<file path="src/rtl/spi_pkg.sv">
// Shared definitions for the SPI command master and its testbench.
// Holds the frame geometry constants, the command opcode encoding, the
// master state encoding and a small helper used to size the bit counter.
package spi_pkg;

    localparam int FRAME_BITS = 10;
    localparam int RD_BITS    = 8;

    typedef enum logic [1:0] {
        WR_ADDR = 2'b00,
        WR_DATA = 2'b01,
        RD_ADDR = 2'b10,
        RD_DATA = 2'b11
    } opcode_t;

    typedef enum logic [2:0] {
        ST_IDLE,
        ST_SEND,
        ST_WAIT,
        ST_RECV,
        ST_GAP
    } state_t;

    function automatic int max_int(input int a, input int b);
        return (a > b) ? a : b;
    endfunction

endpackage

</file>
<file path="src/rtl/spi_shift_out.sv">
// Loadable parallel-to-serial register, MSB first.
// Ports:
//   clk, rst_n  clock, asynchronous active-low reset
//   load        capture data (takes priority over shift)
//   shift       move contents one place towards the MSB, zero fill
//   data        parallel word to load
//   msb         current most significant bit
module spi_shift_out #(
    parameter int WIDTH = 10
) (
    input  logic             clk,
    input  logic             rst_n,
    input  logic             load,
    input  logic             shift,
    input  logic [WIDTH-1:0] data,
    output logic             msb
);

    logic [WIDTH-1:0] sr;

    always_ff @(posedge clk or negedge rst_n) begin
        if (!rst_n) begin
            sr <= '0;
        end else if (load) begin
            sr <= data;
        end else if (shift) begin
            sr <= {sr[WIDTH-2:0], 1'b0};
        end
    end

    assign msb = sr[WIDTH-1];

endmodule

</file>
<file path="src/rtl/spi_cmd_master.sv">
// SPI command initiator sharing clk with the slave (no separate SCLK).
// Each accepted command word becomes one ss_n-low frame: the select bit
// (cmd_data[9]) followed by the 10-bit payload, MSB first. Read-data
// commands additionally wait RD_WAIT cycles and capture RD_BITS reply bits.
// Ports:
//   clk, rst_n          clock, asynchronous active-low reset
//   cmd_valid/cmd_ready command handshake (ready only in IDLE)
//   cmd_data            [9:8] opcode, [7:0] address/data
//   ss_n, mosi, miso    serial interface (ss_n, mosi registered)
//   rd_valid, rd_data   one-cycle strobe with the captured reply
//   busy                high whenever the FSM is not in IDLE
//
// state | meaning
// IDLE  | ready for a command, ss_n high
// SEND  | shifting the payload onto mosi, one bit per edge
// WAIT  | read turnaround, ss_n low, mosi 0
// RECV  | sampling the reply on miso
// GAP   | ss_n high for GAP_CYCLES before returning to IDLE
module spi_cmd_master
    import spi_pkg::*;
#(
    parameter int RD_WAIT    = 2,
    parameter int GAP_CYCLES = 1
) (
    input  logic                  clk,
    input  logic                  rst_n,
    input  logic                  cmd_valid,
    output logic                  cmd_ready,
    input  logic [FRAME_BITS-1:0] cmd_data,
    output logic                  ss_n,
    output logic                  mosi,
    input  logic                  miso,
    output logic                  rd_valid,
    output logic [RD_BITS-1:0]    rd_data,
    output logic                  busy
);

    localparam int CNT_W = $clog2(max_int(max_int(FRAME_BITS + 1, RD_WAIT),
                                          max_int(RD_BITS, GAP_CYCLES)) + 1);

    state_t             state, state_nxt;
    logic [CNT_W-1:0]   cnt, cnt_nxt;
    opcode_t            op, op_nxt;
    logic               ss_nxt, mosi_nxt, ready_nxt, rd_valid_nxt;
    logic [RD_BITS-1:0] cap, cap_nxt, rd_data_nxt;
    logic               load, shift, sh_msb;

    spi_shift_out #(.WIDTH(FRAME_BITS)) u_shift (
        .clk   (clk),
        .rst_n (rst_n),
        .load  (load),
        .shift (shift),
        .data  (cmd_data),
        .msb   (sh_msb)
    );

    always_comb begin
        state_nxt    = state;
        cnt_nxt      = cnt;
        op_nxt       = op;
        ss_nxt       = ss_n;
        mosi_nxt     = mosi;
        cap_nxt      = cap;
        rd_data_nxt  = rd_data;
        rd_valid_nxt = 1'b0;
        load         = 1'b0;
        shift        = 1'b0;
        case (state)
            ST_IDLE: begin
                if (cmd_valid && cmd_ready) begin
                    load      = 1'b1;
                    op_nxt    = opcode_t'(cmd_data[FRAME_BITS-1 -: 2]);
                    ss_nxt    = 1'b0;
                    mosi_nxt  = cmd_data[FRAME_BITS-1];
                    cnt_nxt   = '0;
                    state_nxt = ST_SEND;
                end
            end
            ST_SEND: begin
                // The edge after the last payload bit closes the send phase;
                // reads keep ss_n low into the turnaround.
                if (int'(cnt) == FRAME_BITS) begin
                    cnt_nxt  = '0;
                    mosi_nxt = 1'b0;
                    if (op != RD_DATA) begin
                        ss_nxt    = 1'b1;
                        state_nxt = ST_GAP;
                    end else if (RD_WAIT == 0) begin
                        state_nxt = ST_RECV;
                    end else begin
                        state_nxt = ST_WAIT;
                    end
                end else begin
                    mosi_nxt = sh_msb;
                    shift    = 1'b1;
                    cnt_nxt  = cnt + 1'b1;
                end
            end
            ST_WAIT: begin
                if (int'(cnt) == RD_WAIT - 1) begin
                    cnt_nxt   = '0;
                    state_nxt = ST_RECV;
                end else begin
                    cnt_nxt = cnt + 1'b1;
                end
            end
            ST_RECV: begin
                cap_nxt = {cap[RD_BITS-2:0], miso};
                if (int'(cnt) == RD_BITS - 1) begin
                    rd_data_nxt  = cap_nxt;
                    rd_valid_nxt = 1'b1;
                    ss_nxt       = 1'b1;
                    cnt_nxt      = '0;
                    state_nxt    = ST_GAP;
                end else begin
                    cnt_nxt = cnt + 1'b1;
                end
            end
            ST_GAP: begin
                if (int'(cnt) == GAP_CYCLES - 1) begin
                    cnt_nxt   = '0;
                    state_nxt = ST_IDLE;
                end else begin
                    cnt_nxt = cnt + 1'b1;
                end
            end
            default: begin
                state_nxt = ST_IDLE;
            end
        endcase
        // Registered ready tracks the next state so it stays low in reset
        // and rises on the first edge after release.
        ready_nxt = (state_nxt == ST_IDLE);
    end

    always_ff @(posedge clk or negedge rst_n) begin
        if (!rst_n) begin
            state     <= ST_IDLE;
            cnt       <= '0;
            op        <= WR_ADDR;
            ss_n      <= 1'b1;
            mosi      <= 1'b0;
            cap       <= '0;
            rd_data   <= '0;
            rd_valid  <= 1'b0;
            cmd_ready <= 1'b0;
        end else begin
            state     <= state_nxt;
            cnt       <= cnt_nxt;
            op        <= op_nxt;
            ss_n      <= ss_nxt;
            mosi      <= mosi_nxt;
            cap       <= cap_nxt;
            rd_data   <= rd_data_nxt;
            rd_valid  <= rd_valid_nxt;
            cmd_ready <= ready_nxt;
        end
    end

    assign busy = (state != ST_IDLE);

endmodule

</file>
<file path="config.mk">
export PLATFORM = sky130hd
export DESIGN_NAME = spi_cmd_master
export DESIGN_NICKNAME = d
export VERILOG_FILES = /design/src/rtl/spi_pkg.sv /design/src/rtl/spi_shift_out.sv /design/src/rtl/spi_cmd_master.sv
export SDC_FILE = /design/constraint.sdc
export NUM_CORES = 1
export LEC_CHECK = 0
export BUFFER_PORTS_ARGS = -buffer_cell sky130_fd_sc_hd__buf_2
export CORE_UTILIZATION = 51
export CTS_CLUSTER_SIZE = 30
export DETAILED_ROUTE_END_ITERATION = 8
export PLACE_DENSITY_LB_ADDON = 0.3
export SYNTH_ARGS = -nofsm -noshare
export SYNTH_HDL_FRONTEND = slang
export SYNTH_HIERARCHICAL = 1
export SYNTH_SLANG_ARGS = --single-unit
export TNS_END_PERCENT = 1
</file>
<file path="constraint.sdc">
create_clock -name clk -period 3.6 [get_ports clk]
set_clock_uncertainty 0.15 [all_clocks]
set_input_delay 0.36 -clock clk [delete_from_list [all_inputs] [get_ports clk]]
set_output_delay 0.36 -clock clk [all_outputs]
set_load 0.01 [all_outputs]
</file>
Word-level counts from Yosys, hierarchy flattened
Index checks and enable logic that the tools add are counted.

Flip-flop bits (word level): 38. Input port bits: 14. Output and inout bits: 13. Word-level logic and storage cells: 66.

$add $sub $neg: 1. Eq/ne operators: 12. Multiplexer cells: 29. Reductions and logical operators: 14.

Operators with widths (number): 10-bit 2-to-1 mux (2); 4-bit 2-to-1 mux (5); 4-bit one-hot mux with 5 select lines (1); 3-bit 2-to-1 mux (6); 3-bit one-hot mux with 5 select lines (1); 1-bit 2-to-1 mux (12); 2-bit != test, second input constant (5); 4-bit == test, second input constant (2); 2-bit AND reduction (4); 3-bit by 2-bit == test with 1-bit output, second input constant (2); 3-bit zero test (2); 3-bit nonzero test (2); 5-bit AND reduction (1); 5-bit nonzero test (1); 4-bit by 1-bit adder with 4-bit output, second input constant (1); 4-bit by 2-bit == test with 1-bit output, second input constant (1); 4-bit zero test (1); 2-bit nonzero test (2); 3-bit by 1-bit == test with 1-bit output, second input constant (1); 3-bit == test, second input constant (1); 1-bit one-hot mux with 3 select lines (1); 1-bit one-hot mux with 2 select lines (1); 1-bit logical AND (1).

Logic depth before layout (Yosys ltp)
Depth in word-level cells: 5. Mapped depth: 7. Gate-level depth less buffers: 6.

Hierarchy
Netlist, hierarchy kept.

Modules (own cells, without submodules): spi_cmd_master (instances 1, cells each 107, area each 1340.0 um2, sequential area each 701.9 um2); spi_shift_out (instances 1, cells each 43, area each 464.2 um2, sequential area each 250.2 um2).

Worst setup path before layout
No wires, ideal clock.

Path kind: register to register. Start: register cnt[0]. End: register u_shift.sr[1]. Library setup time: 0.122 ns. Data arrival time: 1.473 ns. Required time: 3.328 ns. Setup slack: 1.855 ns. Cell stages (with the launch flop): 8. Buffers on the path: 1. Clock period less this slack: 1.745 ns. Cells stage by stage: dfrtp_1 inv_1 ha_1 and3b_1 nor2_1 buf_6 mux2i_1 o21ai_1.

Longest elaborated chain between the ends: 4.

Ends and longest elaborated chain: start, declared (RTL line spi_cmd_master.sv:42) `logic [CNT_W-1:0] cnt, cnt_nxt;`; start signal, assigned (RTL line spi_cmd_master.sv:149) `cnt <= cnt_nxt;`; 4-bit == test (RTL line spi_cmd_master.sv:82) `if (int'(cnt) == FRAME_BITS) begin`; 1-bit 2-to-1 mux (RTL line spi_cmd_master.sv:82); 1-bit 2-to-1 mux (RTL line spi_cmd_master.sv:68) `case (state)`; named net shift (RTL line spi_cmd_master.sv:46) `logic load, shift, sh_msb;`; 2-bit nonzero test (no source line); end signal, assigned (RTL line spi_shift_out.sv:25) `sr <= data;`; end signal, assigned (RTL line spi_shift_out.sv:27) `sr <= {sr[WIDTH-2:0], 1'b0};`; end, declared (RTL line spi_shift_out.sv:19) `logic [WIDTH-1:0] sr;`.

The timed path passes the listed nets, and every way through them passes these cells. A chain may end at the register's enable or synchronous reset.

Worst setup path in the final report
Start: register state[1]. End: register rd_data[6].

Longest elaborated chain between the ends: 2.

Ends and longest elaborated chain: start, declared (RTL line spi_cmd_master.sv:41) `state_t state, state_nxt;`; start signal, assigned (RTL line spi_cmd_master.sv:148) `state <= state_nxt;`; 3-bit by 2-bit == test with 1-bit output (RTL line spi_cmd_master.sv:68); 2-bit AND reduction (no source line); end signal, assigned (RTL line spi_cmd_master.sv:154) `rd_data <= rd_data_nxt;`; end, declared (RTL line spi_cmd_master.sv:34) `output logic [RD_BITS-1:0] rd_data,`.

No other way between the ends.

==> impl_metrics.sql <==
INSERT INTO impl_metrics (metric_group, metric, value, unit) VALUES
('hold_path', 'timing.hold.worst_endpoint', 'u_shift/sr[6]', ''),
('logic_synthesis', 'yosys_register_bits', '38', ''),
('worst_setup_path', 'startpoint_of_the_worst_slack_reg_to_reg_timing_path', 'state[1]', ''),
('die', 'dieWidth', '61.5', 'microns'),
('logic_synthesis', 'synth_seq_area_share', '52.8', '%'),
('die', 'die_area', '3780', 'sq um'),
('logic_synthesis', 'postSynthNetCount', '168', ''),
('clocking', 'cts_tree', 'yes', ''),
('worst_setup_path', 'worstPathMaxFanout', '11', ''),
('logic_synthesis', 'synthesis.area_per_instance', '12.0', 'sq um'),
('route', 'final_wirelength', '3350', 'microns'),
('worst_setup_path', 'cp-end-kind', 'flip-flop', ''),
('worst_setup_path', 'reg2reg_depth', '3', ''),
('power', 'p_per_area', '771', 'nW/um^2'),
('outcome', 'status', 'complete, no violations', ''),
('route', 'drt_drc_violations_left', '0', ''),
('grt', 'grt_antenna_before_repair', '0', ''),
('route', 'avgRoutedWirePerCell', '14.8', 'microns'),
('clocking', 'level_count_of_the_clock_h_tree', '2', ''),
('logic_synthesis', 'distinct_cell_type_count_after_synthesis', '35', ''),
('sta', 'timing.final.setup_violations', '0', ''),
('route', 'detail_route.iter0.violations', '58', ''),
('sta', 'worst_slew_margin_rel', '44.7', '%'),
('sta', 'max_freq', '405', 'MHz'),
('power', 'p_leak', '1.01', 'nW'),
('final_layout', 'finalNetCount', '197', ''),
('placement', 'gp_congestion', '0.796', ''),
('sta', 'rsz0062_at_grt', 'no', ''),
('grt', 'first_pass_grt_wire_length', '5330', 'microns'),
('power', 'ir_worst_vdd', '321', 'uV'),
('final_layout', 'mostFrequentLayoutCells', 'sky130_fd_sc_hd__dfrtp_1 (37), sky130_fd_sc_hd__buf_2 (26), sky130_fd_sc_hd__nand2_1 (17)', ''),
('final_layout', 'drive_above_1_share', '32.2', '%'),
('clocking', 'clk_pin_slew_worst_paths', '0.11', 'ns'),
('final_layout', 'layout_commonest_cell', 'sky130_fd_sc_hd__dfrtp_1', ''),
('final_layout', 'area_growth', '14.4', '%'),
('logic_synthesis', 'yosysWarnings', '6', ''),
('final_layout', 'diodes', '0', ''),
('grt', 'grt_start_max_net_pins', '39', ''),
('hold_path', 'worstHoldStart', 'cmd_data[6]', ''),
('clocking', 'postCtsSetupBuffers', '0', ''),
('hold_path', 'min_delay_path_depth', '3', ''),
('clocking', 'clkSinkCount', '38', ''),
('logic_synthesis', 'post_synth_inst_count', '150', ''),
('placement', 'place.detailed.hpwl', '2380', 'microns'),
('logic_synthesis', 'synth_xor_xnor_area_share', '0', '%'),
('logic_synthesis', 'synthSimpleGateAreaFrac', '12.1', '%'),
('worst_setup_path', 'cp_data_arrival_time', '2.55', 'ns'),
('route', 'ant_nets', '0', ''),
('logic_synthesis', 'synth_fa_ha_area_share', '2.77', '%'),
('sta', 'worst_slew_pin_slew', '0.830', 'ns'),
('die', 'io_pins', '27', ''),
('route', 'vias', '1239', ''),
('worst_setup_path', 'critPathKind', 'reg -> reg', ''),
('job', 'drv.max_cap_violation_count', '0', ''),
('placement', 'numPortBuffers', '26', ''),
('final_layout', 'n_fill_cell', '305', ''),
('final_layout', 'final_cell_count_no_fill', '226', ''),
('sta', 'slew_viol_final', '0', ''),
('clocking', 'insertion_delay', '0.35', 'ns'),
('logic_synthesis', 'largest_family_of_logic_cells_by_synthesized_area', 'multiplexers', ''),
('worst_setup_path', 'critPathRequiredTime', '3.68', 'ns'),
('route', 'detail_route.vias_per_cell', '5.48', ''),
('grt', 'via_count_of_the_first_global_routing_pass', '1161', ''),
('logic_synthesis', 'multiplexer_share_of_the_synthesized_area', '16.2', '%'),
('hold_path', 'worstHoldPathType', 'in -> reg', ''),
('worst_setup_path', 'timing.reg2reg.setup_slack', '1.13', 'ns'),
('sta', 'min_period_over_period', '68.6', '%'),
('sta', 'setup_tns', '0', 'ns'),
('final_layout', 'finish.utilization', '61.4', '%'),
('grt', 'grt_overflow_total', '0', ''),
('worst_setup_path', 'timing.rr.end', 'rd_data[6]', '');
==> report_power, final <==
part           switching [mW]  internal [mW]  total [mW]
sequential              0.103          0.556       0.658
combinational           0.300          0.257       0.557
clock                   0.141          0.235       0.376
==> cell families (layout without fill, tap and decap cells) <==
logic type | count (synthesis) | after routing
flip-flops | 38 | 38
AND/OR/NAND/NOR | 40 | 40
adder cells (fa/ha/maj) | 4 | 4
multiplexers | 27 | 27
AO/OA/AOI/OAI | 30 | 30
buffers and inverters | 11 | 41
==> cell usage after synthesis, drive strengths merged <==
| master | instances | area [sq um] |
|---|---|---|
| inv | 5 | 18.8 |
| and3b | 2 | 17.5 |
| o211ai | 2 | 15.0 |
| nor4 | 2 | 12.5 |
| dfrtp | 37 | 926 |
| a21oi | 2 | 13.8 |
| nand3 | 1 | 5.00 |
| buf | 6 | 56.3 |
| nor3b | 1 | 7.51 |
| nor2b | 3 | 18.8 |
| nand3b | 1 | 7.51 |
| or3 | 2 | 17.5 |
| dfstp | 1 | 26.3 |
| o32ai | 2 | 17.5 |
| mux2i | 10 | 100 |
| a2111oi | 1 | 27.5 |
| or3b | 2 | 20.0 |
| ha | 4 | 50.1 |
| o21ai | 19 | 95.1 |
| o22ai | 1 | 20.0 |
| a311o | 1 | 10.0 |
| nand2b | 2 | 12.5 |
| a211o | 1 | 8.76 |
| nand2 | 17 | 63.8 |
| mux2 | 17 | 191 |
| o221ai | 1 | 8.76 |
| nor2 | 6 | 30.0 |
| and2 | 1 | 6.26 |
==> repair_timing <==
action	CTS	global route
hold endpoints to repair	37	0
gates resized for setup	0	0
hold buffers	1	0
==> how the worst max path moves through the flow <==
stage	from	end	cells past startpoint
floorplan	cnt[0]	u_shift/sr[1]	7
global placement	state[1]	rd_data[4]	3
detailed placement	state[1]	rd_data[7]	3
CTS	state[1]	rd_data[6]	3
global route	state[1]	rd_data[1]	3
finish	state[1]	rd_data[6]	3
==> registers in the layout (all words and copies together) (netlist names) <==
register    flops
rd_data         8
u_shift/sr     10
ss_n            1
op              2
mosi            1
cmd_ready       1
state           3
rd_valid        1
cnt             4
cap             7
==> metal layers <==
layer | wire (microns) | global-route usage [%]
met1 | 1430 | 23.7
met2 | 1710 | 33.5
met3 | 136 | 6.30
met4 | 76 | 8.25
met5 | 0 | 0
==> layout make-up <==
type                            count  area (sq um)  area share (%)
Tap cell                           46          57.6            2.79
Timing Repair Buffer               28           148            7.15
Inverter                            5          18.8           0.909
Multi-Input combinational cell    101           777            37.6
Clock inverter                      2          60.1            2.91
Clock buffer                        6          51.3            2.48
Sequential cell                    38           952            46.1
==> worst max-delay path: stages, from the launching register on <==
cell	delay [ns]
sky130_fd_sc_hd__dfrtp_1	0.55
sky130_fd_sc_hd__nand3b_1	0.45
sky130_fd_sc_hd__nor2b_1	0.79
sky130_fd_sc_hd__mux2_2	0.41
==> metrics by stage <==
step	area (sq um)	worst slack (ns)	total power [mW]
after floorplan	1800	1.86	1.08
after global placement	1940	1.27	1.19
after detailed placement	1940	1.11	1.22
after CTS	2060	1.08	1.61
after global routing	2060	0.912	1.69
final	2060	1.13	1.59
Note: power is estimated with default switching activity, not from simulation.
